[src/rtl/sprite_pkg.sv]
// Shared types and constants for the sprite compositor: slot record, RGB triple,
// glyph geometry and pipeline depth.
package sprite_pkg;

    localparam int GLYPH_ROWS  = 16;
    localparam int PIPE_LAT    = 2;
    // Field widths of sprite_t; the compositor's COORD_W and ROM_AW-4 must match these.
    localparam int SPR_COORD_W = 10;
    localparam int SPR_GLYPH_W = 7;

    typedef struct packed {
        logic [7:0] r;
        logic [7:0] g;
        logic [7:0] b;
    } rgb24_t;

    typedef struct packed {
        logic [SPR_COORD_W-1:0] x;
        logic [SPR_COORD_W-1:0] y;
        logic [SPR_GLYPH_W-1:0] glyph;
        rgb24_t                 color;
        logic                   vis;
    } sprite_t;

endpackage

[src/rtl/sprite_hit.sv]
// Per-slot rectangle test plus row/column offsets of the current pixel inside the sprite.
module sprite_hit #(
    parameter int COORD_W = 10,
    parameter int SPR_W   = 8,
    parameter int SPR_H   = 16,
    parameter int COL_W   = 3,
    parameter int ROW_W   = 4
) (
    input  logic [COORD_W-1:0] draw_x,
    input  logic [COORD_W-1:0] draw_y,
    input  logic [COORD_W-1:0] spr_x,
    input  logic [COORD_W-1:0] spr_y,
    input  logic               vis,
    output logic               hit,
    output logic [ROW_W-1:0]   row,
    output logic [COL_W-1:0]   col
);

    // One extra bit so a sprite near the right/bottom edge never wraps to column 0.
    logic [COORD_W:0] dx, dy, sx, sy;

    assign dx = {1'b0, draw_x};
    assign dy = {1'b0, draw_y};
    assign sx = {1'b0, spr_x};
    assign sy = {1'b0, spr_y};

    assign hit = vis
              && (dx >= sx) && (dx < sx + (COORD_W+1)'(SPR_W))
              && (dy >= sy) && (dy < sy + (COORD_W+1)'(SPR_H));

    assign col = draw_x[COL_W-1:0] - spr_x[COL_W-1:0];
    assign row = draw_y[ROW_W-1:0] - spr_y[ROW_W-1:0];

endmodule

[src/rtl/sprite_compositor.sv]
// Double-buffered sprite slots composited over a background colour through a
// two-stage pipeline with a synchronous glyph ROM; per-frame rectangle collision flags.
module sprite_compositor
    import sprite_pkg::*;
#(
    parameter int NUM_SPRITES = 4,
    parameter int COORD_W     = 10,
    parameter int SPR_W       = 8,
    parameter int SPR_H       = 16,
    parameter int ROM_AW      = 11,
    localparam int IDX_W      = (NUM_SPRITES > 1) ? $clog2(NUM_SPRITES) : 1
) (
    input  logic                   Clk,
    input  logic                   Reset,
    input  logic                   frame_start,
    input  logic                   pix_valid,
    input  logic [COORD_W-1:0]     DrawX,
    input  logic [COORD_W-1:0]     DrawY,
    input  logic                   wr_en,
    input  logic [IDX_W-1:0]       wr_idx,
    input  logic [COORD_W-1:0]     wr_x,
    input  logic [COORD_W-1:0]     wr_y,
    input  logic [ROM_AW-5:0]      wr_glyph,
    input  logic [23:0]            wr_color,
    input  logic                   wr_vis,
    input  logic [23:0]            bg_color,
    output logic [ROM_AW-1:0]      rom_addr,
    input  logic [SPR_W-1:0]       rom_data,
    output logic [7:0]             Red,
    output logic [7:0]             Green,
    output logic [7:0]             Blue,
    output logic                   rgb_valid,
    output logic [NUM_SPRITES-1:0] collision
);

    localparam int COL_W = $clog2(SPR_W);
    localparam int ROW_W = $clog2(GLYPH_ROWS);

    // Handshake: pix_valid qualifies DrawX/DrawY in the cycle it is high; rgb_valid
    // qualifies Red/Green/Blue exactly two cycles later. There is no backpressure.

    sprite_t                shadow [NUM_SPRITES];
    sprite_t                active [NUM_SPRITES];
    rgb24_t                 bg;
    logic [NUM_SPRITES-1:0] hits;
    logic [NUM_SPRITES-1:0] acc;
    logic [ROW_W-1:0]       row [NUM_SPRITES];
    logic [COL_W-1:0]       col [NUM_SPRITES];
    logic [IDX_W-1:0]       win_idx;
    logic                   any_hit;
    logic                   multi_hit;
    logic                   wr_ok;

    logic                   s0_valid;
    logic                   s0_hit;
    logic [IDX_W-1:0]       s0_idx;
    logic [COL_W-1:0]       s0_col;
    logic                   pix_bit;
    rgb24_t                 pix_color;

    genvar g;
    generate
        for (g = 0; g < NUM_SPRITES; g++) begin : g_hit
            sprite_hit #(
                .COORD_W(COORD_W), .SPR_W(SPR_W), .SPR_H(SPR_H),
                .COL_W(COL_W), .ROW_W(ROW_W)
            ) u_hit (
                .draw_x(DrawX),
                .draw_y(DrawY),
                .spr_x (active[g].x),
                .spr_y (active[g].y),
                .vis   (active[g].vis),
                .hit   (hits[g]),
                .row   (row[g]),
                .col   (col[g])
            );
        end
    endgenerate

    always_comb begin
        win_idx = '0;
        for (int i = NUM_SPRITES - 1; i >= 0; i--) begin
            if (hits[i]) win_idx = IDX_W'(i);
        end
    end

    assign any_hit   = pix_valid && (|hits);
    assign multi_hit = (hits & (hits - NUM_SPRITES'(1))) != '0;
    assign wr_ok     = wr_en && (int'(wr_idx) < NUM_SPRITES);

    always_ff @(posedge Clk or posedge Reset) begin
        if (Reset) begin
            for (int i = 0; i < NUM_SPRITES; i++) begin
                shadow[i] <= '0;
                active[i] <= '0;
            end
            bg        <= '0;
            acc       <= '0;
            collision <= '0;
        end else begin
            // A write in the frame_start cycle lands in shadow only: active copies the old value.
            if (wr_ok) begin
                shadow[wr_idx] <= '{x: wr_x, y: wr_y, glyph: wr_glyph,
                                    color: wr_color, vis: wr_vis};
            end
            if (frame_start) begin
                for (int i = 0; i < NUM_SPRITES; i++) active[i] <= shadow[i];
                bg        <= bg_color;
                collision <= acc;
                acc       <= '0;
            end else if (pix_valid && multi_hit) begin
                acc <= acc | hits;
            end
        end
    end

    always_ff @(posedge Clk or posedge Reset) begin
        if (Reset) begin
            rom_addr <= '0;
            s0_valid <= 1'b0;
            s0_hit   <= 1'b0;
            s0_idx   <= '0;
            s0_col   <= '0;
        end else begin
            s0_valid <= pix_valid;
            s0_hit   <= any_hit;
            if (any_hit) begin
                rom_addr <= ROM_AW'({active[win_idx].glyph, row[win_idx]});
                s0_idx   <= win_idx;
                s0_col   <= col[win_idx];
            end
        end
    end

    // ROM row arrives this cycle; MSB is the leftmost column. No fall-through on a clear bit.
    assign pix_bit   = s0_hit && rom_data[COL_W'(SPR_W - 1) - s0_col];
    assign pix_color = pix_bit ? active[s0_idx].color : bg;

    always_ff @(posedge Clk or posedge Reset) begin
        if (Reset) begin
            {Red, Green, Blue} <= '0;
            rgb_valid          <= 1'b0;
        end else begin
            {Red, Green, Blue} <= s0_valid ? pix_color : '0;
            rgb_valid          <= s0_valid;
        end
    end

endmodule

[config.mk]
export PLATFORM = sky130hd
export DESIGN_NAME = sprite_compositor
export DESIGN_NICKNAME = d
export VERILOG_FILES = /design/src/rtl/sprite_pkg.sv /design/src/rtl/sprite_hit.sv /design/src/rtl/sprite_compositor.sv
export SDC_FILE = /design/constraint.sdc
export NUM_CORES = 1
export LEC_CHECK = 0
export BUFFER_PORTS_ARGS = -buffer_cell sky130_fd_sc_hd__buf_2
export CORE_MARGIN = 5
export CORE_UTILIZATION = 50
export DETAILED_ROUTE_END_ITERATION = 16
export HOLD_SLACK_MARGIN = 0.06
export PLACE_DENSITY = 0.74
export SLEW_MARGIN = 20
export SYNTH_ARGS = -nofsm -noshare
export SYNTH_HDL_FRONTEND = slang
export SYNTH_HIERARCHICAL = 1
export SYNTH_SLANG_ARGS = --single-unit
[constraint.sdc]
create_clock -name Clk -period 19.08 [get_ports Clk]
set_clock_uncertainty 0.15 [all_clocks]
set_input_delay 0.954 -clock Clk [delete_from_list [all_inputs] [get_ports Clk]]
set_output_delay 0.954 -clock Clk [all_outputs]
set_load 0.05 [all_outputs]
==> reports/qor.yml, run 1 <==
outcome: "complete, no violations"
rsz0062_at_grt: "no"
die_y_um: 227
cts-resized-gates: 0
numPortBuffers: 150
nFillCells: 3716
drtAntennaViolNets: 0
finish.utilization: 0.574
fin_tns_setup_ns: 0
grtUsageTotal: 0.209
drive_above_1_share: 0.399
cts.sinks: 491
dieArea_um2: 51700
worstPathMaxFanout: 12
multi_input_area_um2: 10600
gp_congestion: 0.857
drt_iter0_drc: 843
dp.cells: 2454
worst-endpoint-required_ns: 19.37
hold_ws_ns: 0.171
clock_latency_ns: 0.60
critical_path.endpoint_type: "register"
vdd_drop_max_uv: 94.2
synth_edf_count: 0
antenna_found_initial: 10
synth_cells: 1756
cts_made_buffers: 51
ys.flop_type: "dfrtp_1"
drc: 0
p_leak_nw: 12.2
grt_pass1_vias: 15732
max_freq_mhz: 226
synthArstFlopShare: 1.00
regArea_um2: 12300
die_width_um: 227
nets: 2162
crit_type: "register to register"
preCtsSetupSlack_ns: 14.01
setup_viol: 0
placed_cell_area_um2: 24900
ff2ff_path_depth: 15
layout_setup_ws_ns: 14.66
htreeDepth: 2
drt-total-wl_um: 53500
slew_violations: 0
fin_area_um2: 26800
post-route-period-util: 0.232
powerDensity_nw_per_um2: 123
grt_max_degree: 141
max-slew-margin-rel: 0.243
stdcell_count: 2553
gr-total-overflow: 0
hold_viol_final: 0
rows: 79
yosysWarnings: 6
period_needed_ns: 4.42
hpwl_um: 35400
hold_class: "primary input to asynchronous set/reset pin"
seq_area_frac_synth: 0.520
area_delta_synth_final_pct: 13.4
tritoncts: "yes"
synth-seq-cells: 491
netlist_area_um2: 23600
postCtsSetupBuffers: 0
synth.net_count: 2015
via_per_inst: 5.74
fp.coreArea_um2: 46700
path_clk_slew_ns: 0.06
vias: 14651
critical_path_arrival_ns: 4.71
grt_pass1_wl_um: 86100
initial_core_util: 0.506
route.detailed.wl_per_inst_um: 20.9
hold_buffers: 0
syn_avg_cell_area_um2: 13.4
clockBufferDepth: 3
maxCapViolCount: 0
dr.pass1.iters: 4
total_power_mw: 3.29
io_pins: 151
synth_cell_types: 58
worst_slew_pin_slew_ns: 1.14
startpoint_type: "register"
root_buffer: "clkbuf_16"
## Yosys cell counts, types with 9 or more instances
cell type  count  area [µm²]
dfrtp_1      491       12300
mux2_2       445        5010
ha_1         140        1750
inv_1        102         383
nand2_1       60         225
xnor2_1       43         377
a21oi_1       41         205
buf_2         39         195
nand3_1       38         190
nand4_1       32         200
clkbuf_1      29         109
mux2i_1       29         290
mux4_2        25         563
o21ai_2       20         175
nor2_1        18        67.6
nor3_1        18        90.1
o21ai_0       18        90.1
o221ai_1      15         131
inv_2         12        45.0
o21ai_1       10        50.1
clkinv_1       9        33.8
o211ai_1       9        67.6
o21a_1         9        67.6
## power breakdown
| group | internal (mW) | switching (mW) | total [mW] |
|---|---|---|---|
| Combinational | 0.415 | 0.431 | 0.845 |
| Sequential | 1.26 | 0.167 | 1.42 |
| Clock | 0.609 | 0.413 | 1.02 |
## per-layer routing
| layer | wire length [µm] | vias to the layer above | share of wire | track usage |
|---|---|---|---|---|
| met1 | 23900 | 7620 | 0.45 | 0.292 |
| met4 | 1060 | 16 | 0.020 | 0.0455 |
| met5 | 97 | - | 0.0018 | 0 |
| li1 | - | 6646 | - | - |
| met2 | 25600 | 286 | 0.48 | 0.341 |
| met3 | 2740 | 83 | 0.051 | 0.0462 |
## worst paths after layout
check / start / to / slack [ns]
setup reg to reg: active[39]$_DFFE_PP0P_ / rom_addr[3]$_DFFE_PP0P_ / 14.66
max in group asynchronous: Reset / active[120]$_DFFE_PP0P_ / 16.26
hold / removal: Reset / collision[3]$_DFFE_PP0P_ / 0.17
setup / recovery: active[39]$_DFFE_PP0P_ / rom_addr[3]$_DFFE_PP0P_ / 14.66
min in group Clk: shadow[158]$_DFFE_PP0P_ / active[158]$_DFFE_PP0P_ / 0.34
hold reg to reg: shadow[158]$_DFFE_PP0P_ / active[158]$_DFFE_PP0P_ / 0.34
## worst max-delay path: stages, from the launching register on
cell,delay [ns]
dfrtp_1,0.40
clkinv_1,0.14
nor3_1,0.29
nand3_1,0.16
xnor2_1,0.20
ha_1,0.27
nand4_1,0.11
nor2_1,0.04
a221o_1,0.37
a2111oi_2,0.87
nor2b_1,0.32
o21bai_4,0.19
buf_16,0.25
buf_16,0.16
mux2i_1,0.18
o221ai_1,0.15
## state kept, by name, summed over array words and instances, names as in the netlist
name and count:
rom_addr 11, acc 4, Red 8, active 208, s0_valid 1, rgb_valid 1, s0_idx 2, collision 4
Green 8, Blue 8, s0_hit 1, s0_col 3, shadow 208, bg 24
## cell usage in the layout, fill, tap and decap left out, types with 4 or more instances in the layout
cell	synthesis	layout
a211oi_1	8	8
a21o_1	8	8
a21oi_1	41	41
a31o_1	4	4
a31oi_1	4	4
buf_2	39	149
buf_4	2	12
bufinv_16	0	5
clkbuf_1	29	10
clkbuf_16	0	51
clkbuf_8	0	12
clkinv_1	9	9
clkinv_2	0	9
clkinvlp_4	0	4
dfrtp_1	491	488
fa_1	8	8
ha_1	140	140
inv_1	102	101
inv_2	12	12
mux2_2	445	445
mux2i_1	29	29
mux4_2	25	25
nand2_1	60	60
nand2b_1	4	4
nand3_1	38	37
nand4_1	32	32
nor2_1	18	18
nor2b_1	6	6
nor3_1	18	18
o2111ai_1	5	5
o211ai_1	9	9
o21a_1	9	9
o21ai_0	18	18
o21ai_1	10	10
o21ai_2	20	20
o221ai_1	15	15
or3_1	4	4
xnor2_1	43	43
xor2_1	4	4
## layout make-up
cell class              instances  share of cell area
diodes                          2            0.000187
clock buffers                  73              0.0552
clock inverters                21              0.0104
inverters                     123              0.0175
multi-input cells            1070               0.394
flip-flops and latches        491               0.459
well taps                     607              0.0284
repair buffers                166              0.0353
## cells by family after synthesis
family,count (synthesis),synth area share
buffers and inverters,195,0.0340
AOI/OAI and AO/OA,181,0.0563
xor gates and xnor gates,47,0.0174
and+or+nand+nor,195,0.0425
adders and majority gates,148,0.0810
DFF,491,0.520
muxes,499,0.248
No activity file was read; power rests on OpenSTA's default activity.
==> inputs of run 2 (changes only) <==
clock period = 4.37 ns   (was 19.08 ns; I/O delays follow)
==> run 2 against run 1 <==
  * Sequential cell count unchanged
  * Clock power rose to 4.5 times the previous value
  * Power grew to 4.4 times the previous value
  * Sequential share of layout area shrank 1.5 points
  * Clock-buffer cell count shrank 2
  * Register-to-register slack worse by 14 ns
  * Cell count rose by 3.4%
  * Fmax up 21%
  * Non-clock buffer count increased by 85
  * Largest power group unchanged
==> reports/qor.yml, run 2 (synthesis gave the netlist of run 1 again) <==
rows: 79
hold_class: "primary input to register"
tritoncts: "yes"
drc: 0
stdcell_count: 2639
layout_setup_ws_ns: 0.705
critical_path_arrival_ns: 3.94
dr.pass1.iters: 5
cpLargestDelayFamily: "simple AND/OR/NAND/NOR gates"
area_delta_synth_final_pct: 17.2
hpwl_um: 35300
critical_path.endpoint_type: "register"
setup_viol: 0
drt_iter0_drc: 890
hold_viol_final: 0
grt_pass1_wl_um: 86100
nets: 2249
clock_latency_ns: 0.59
dp.cells: 2462
gp_congestion: 0.920
fp.coreArea_um2: 46700
drtAntennaViolNets: 0
cpMaxStageDelayCell: "nand2_1"
cts_made_buffers: 53
worst_slew_pin_slew_ns: 1.05
post-route-period-util: 0.839
preCtsSetupSlack_ns: 0.745
mostFrequentLayoutCells: "489 x dfrtp_1, 445 x mux2_2, 149 x buf_2"
route.detailed.wl_per_inst_um: 20.3
dieArea_um2: 51700
drt-total-wl_um: 53700
path_clk_slew_ns: 0.06
htreeDepth: 2
period_needed_ns: 3.67
cp_cell_sequence: "inv_1, nor3_1, nand3_1, xnor2_1, ha_1, a21o_1, a21oi_1, o221ai_1, a31o_1, nor4_2, buf_4, nor2_1, nand2_1, o221ai_1"
gr-total-overflow: 0
clockBufferDepth: 3
io_pins: 151
drive_above_1_share: 0.385
vias: 14823
via_per_inst: 5.62
grt_max_degree: 190
grt_pass1_vias: 15972
worst-endpoint-required_ns: 4.64
max-slew-margin-rel: 0.299
final_common_cell: "dfrtp_1"
crit_type: "register to register"
hold_ws_ns: 0.109
antenna_found_initial: 7
worstPathMaxFanout: 14
cts.sinks: 491
outcome: "complete, no violations"
initial_core_util: 0.506
total_power_mw: 14.5
startpoint_type: "register"
grtUsageTotal: 0.209
die_y_um: 227
top_regs: "active x208, shadow x208, bg x24"
vdd_drop_max_uv: 338
die_width_um: 227
powerDensity_nw_per_um2: 525
p_leak_nw: 12.6
slew_violations: 0
max_freq_mhz: 273
crit_top_cell: "o221ai_1"
maxCapViolCount: 0
cp_num_buf_inv: 2
root_buffer: "clkbuf_16"
numPortBuffers: 150
postCtsSetupBuffers: 0
rsz0062_at_grt: "no"
critical_path.max_stage_delay_ns: 0.48
-- run 2: cell count changes in the layout (fill, tap and decap cells not counted), sizes merged, moves of 2 or more --
cell,delta
clkbuf,-2
diode,+4
dlygate4sd3,+79
inv,+2
buf,+6
clkinv,-5
-- run 2: report_power, final --
group	switching, mW	total [mW]	internal (mW)
registers	0.649	6.14	5.49
clock network	1.81	4.57	2.76
logic	1.96	3.82	1.86
total	4.43	14.5	10.1
-- run 2: stage by stage --
| stage | util | setup TNS, ns | instance area (µm²) |
|---|---|---|---|
| after floorplan | - | -1304.63 | 23600 |
| after global placement | 0.537 | 0 | 25000 |
| after detailed placement | 0.537 | 0 | 25000 |
| after CTS | 0.592 | 0 | 27600 |
| after global routing | 0.593 | 0 | 27700 |
| final | 0.593 | 0 | 27700 |
-- run 2: area by class of cell --
| type | count | area (µm²) |
|---|---|---|
| well taps | 607 | 759 |
| inverters | 123 | 465 |
| fillers | 3602 | 19000 |
| diodes | 6 | 15.0 |
| repair buffers | 251 | 1800 |
| multi-input cells | 1070 | 10600 |
| clock inverters | 20 | 298 |
| flip-flops and latches | 491 | 12300 |
| clock buffers | 71 | 1490 |
-- run 2: repair_timing --
item,4_1_cts,5_1_grt
resized for setup,0,0
hold endpoints to repair,733,0
hold buffers,79,0
-- run 2: worst paths after layout --
check                           slack [ns]                       to               startpoint  depth (start not counted)
worst max-delay path                  0.70  rom_addr[4]$_DFFE_PP0P_  active[152]$_DFFE_PP0P_                         14
worst min-delay path                  0.11       acc[3]$_DFFE_PP0P_              frame_start                          2
worst max register to register        0.70  rom_addr[4]$_DFFE_PP0P_  active[152]$_DFFE_PP0P_                         14
worst min register to register        0.34  active[157]$_DFFE_PP0P_  shadow[157]$_DFFE_PP0P_                          1
max in group asynchronous             2.25  shadow[112]$_DFFE_PP0P_                    Reset                          6
min in group asynchronous             0.57  shadow[183]$_DFFE_PP0P_                    Reset                          4
-- run 2: routing by layer --
layer  vias up  track usage  part of all wire
met2       322        0.340              0.48
met3        98       0.0417             0.052
met4         4       0.0581             0.025
met5         -            0           0.00043
met1      7588        0.291              0.44
li1       6811            -                 -
-- run 2: worst register-to-register path, delay by kind of cell (launching register included) --
| kind | cells | cell delay [ns] |
|---|---|---|
| AO/OA/AOI/OAI | 5 | 0.97 |
| XOR/XNOR | 1 | 0.16 |
| adder cells (fa/ha/maj) | 1 | 0.29 |
| buffers and inverters | 2 | 0.33 |
| flip-flops | 1 | 0.39 |
| AND/OR/NAND/NOR | 5 | 1.21 |
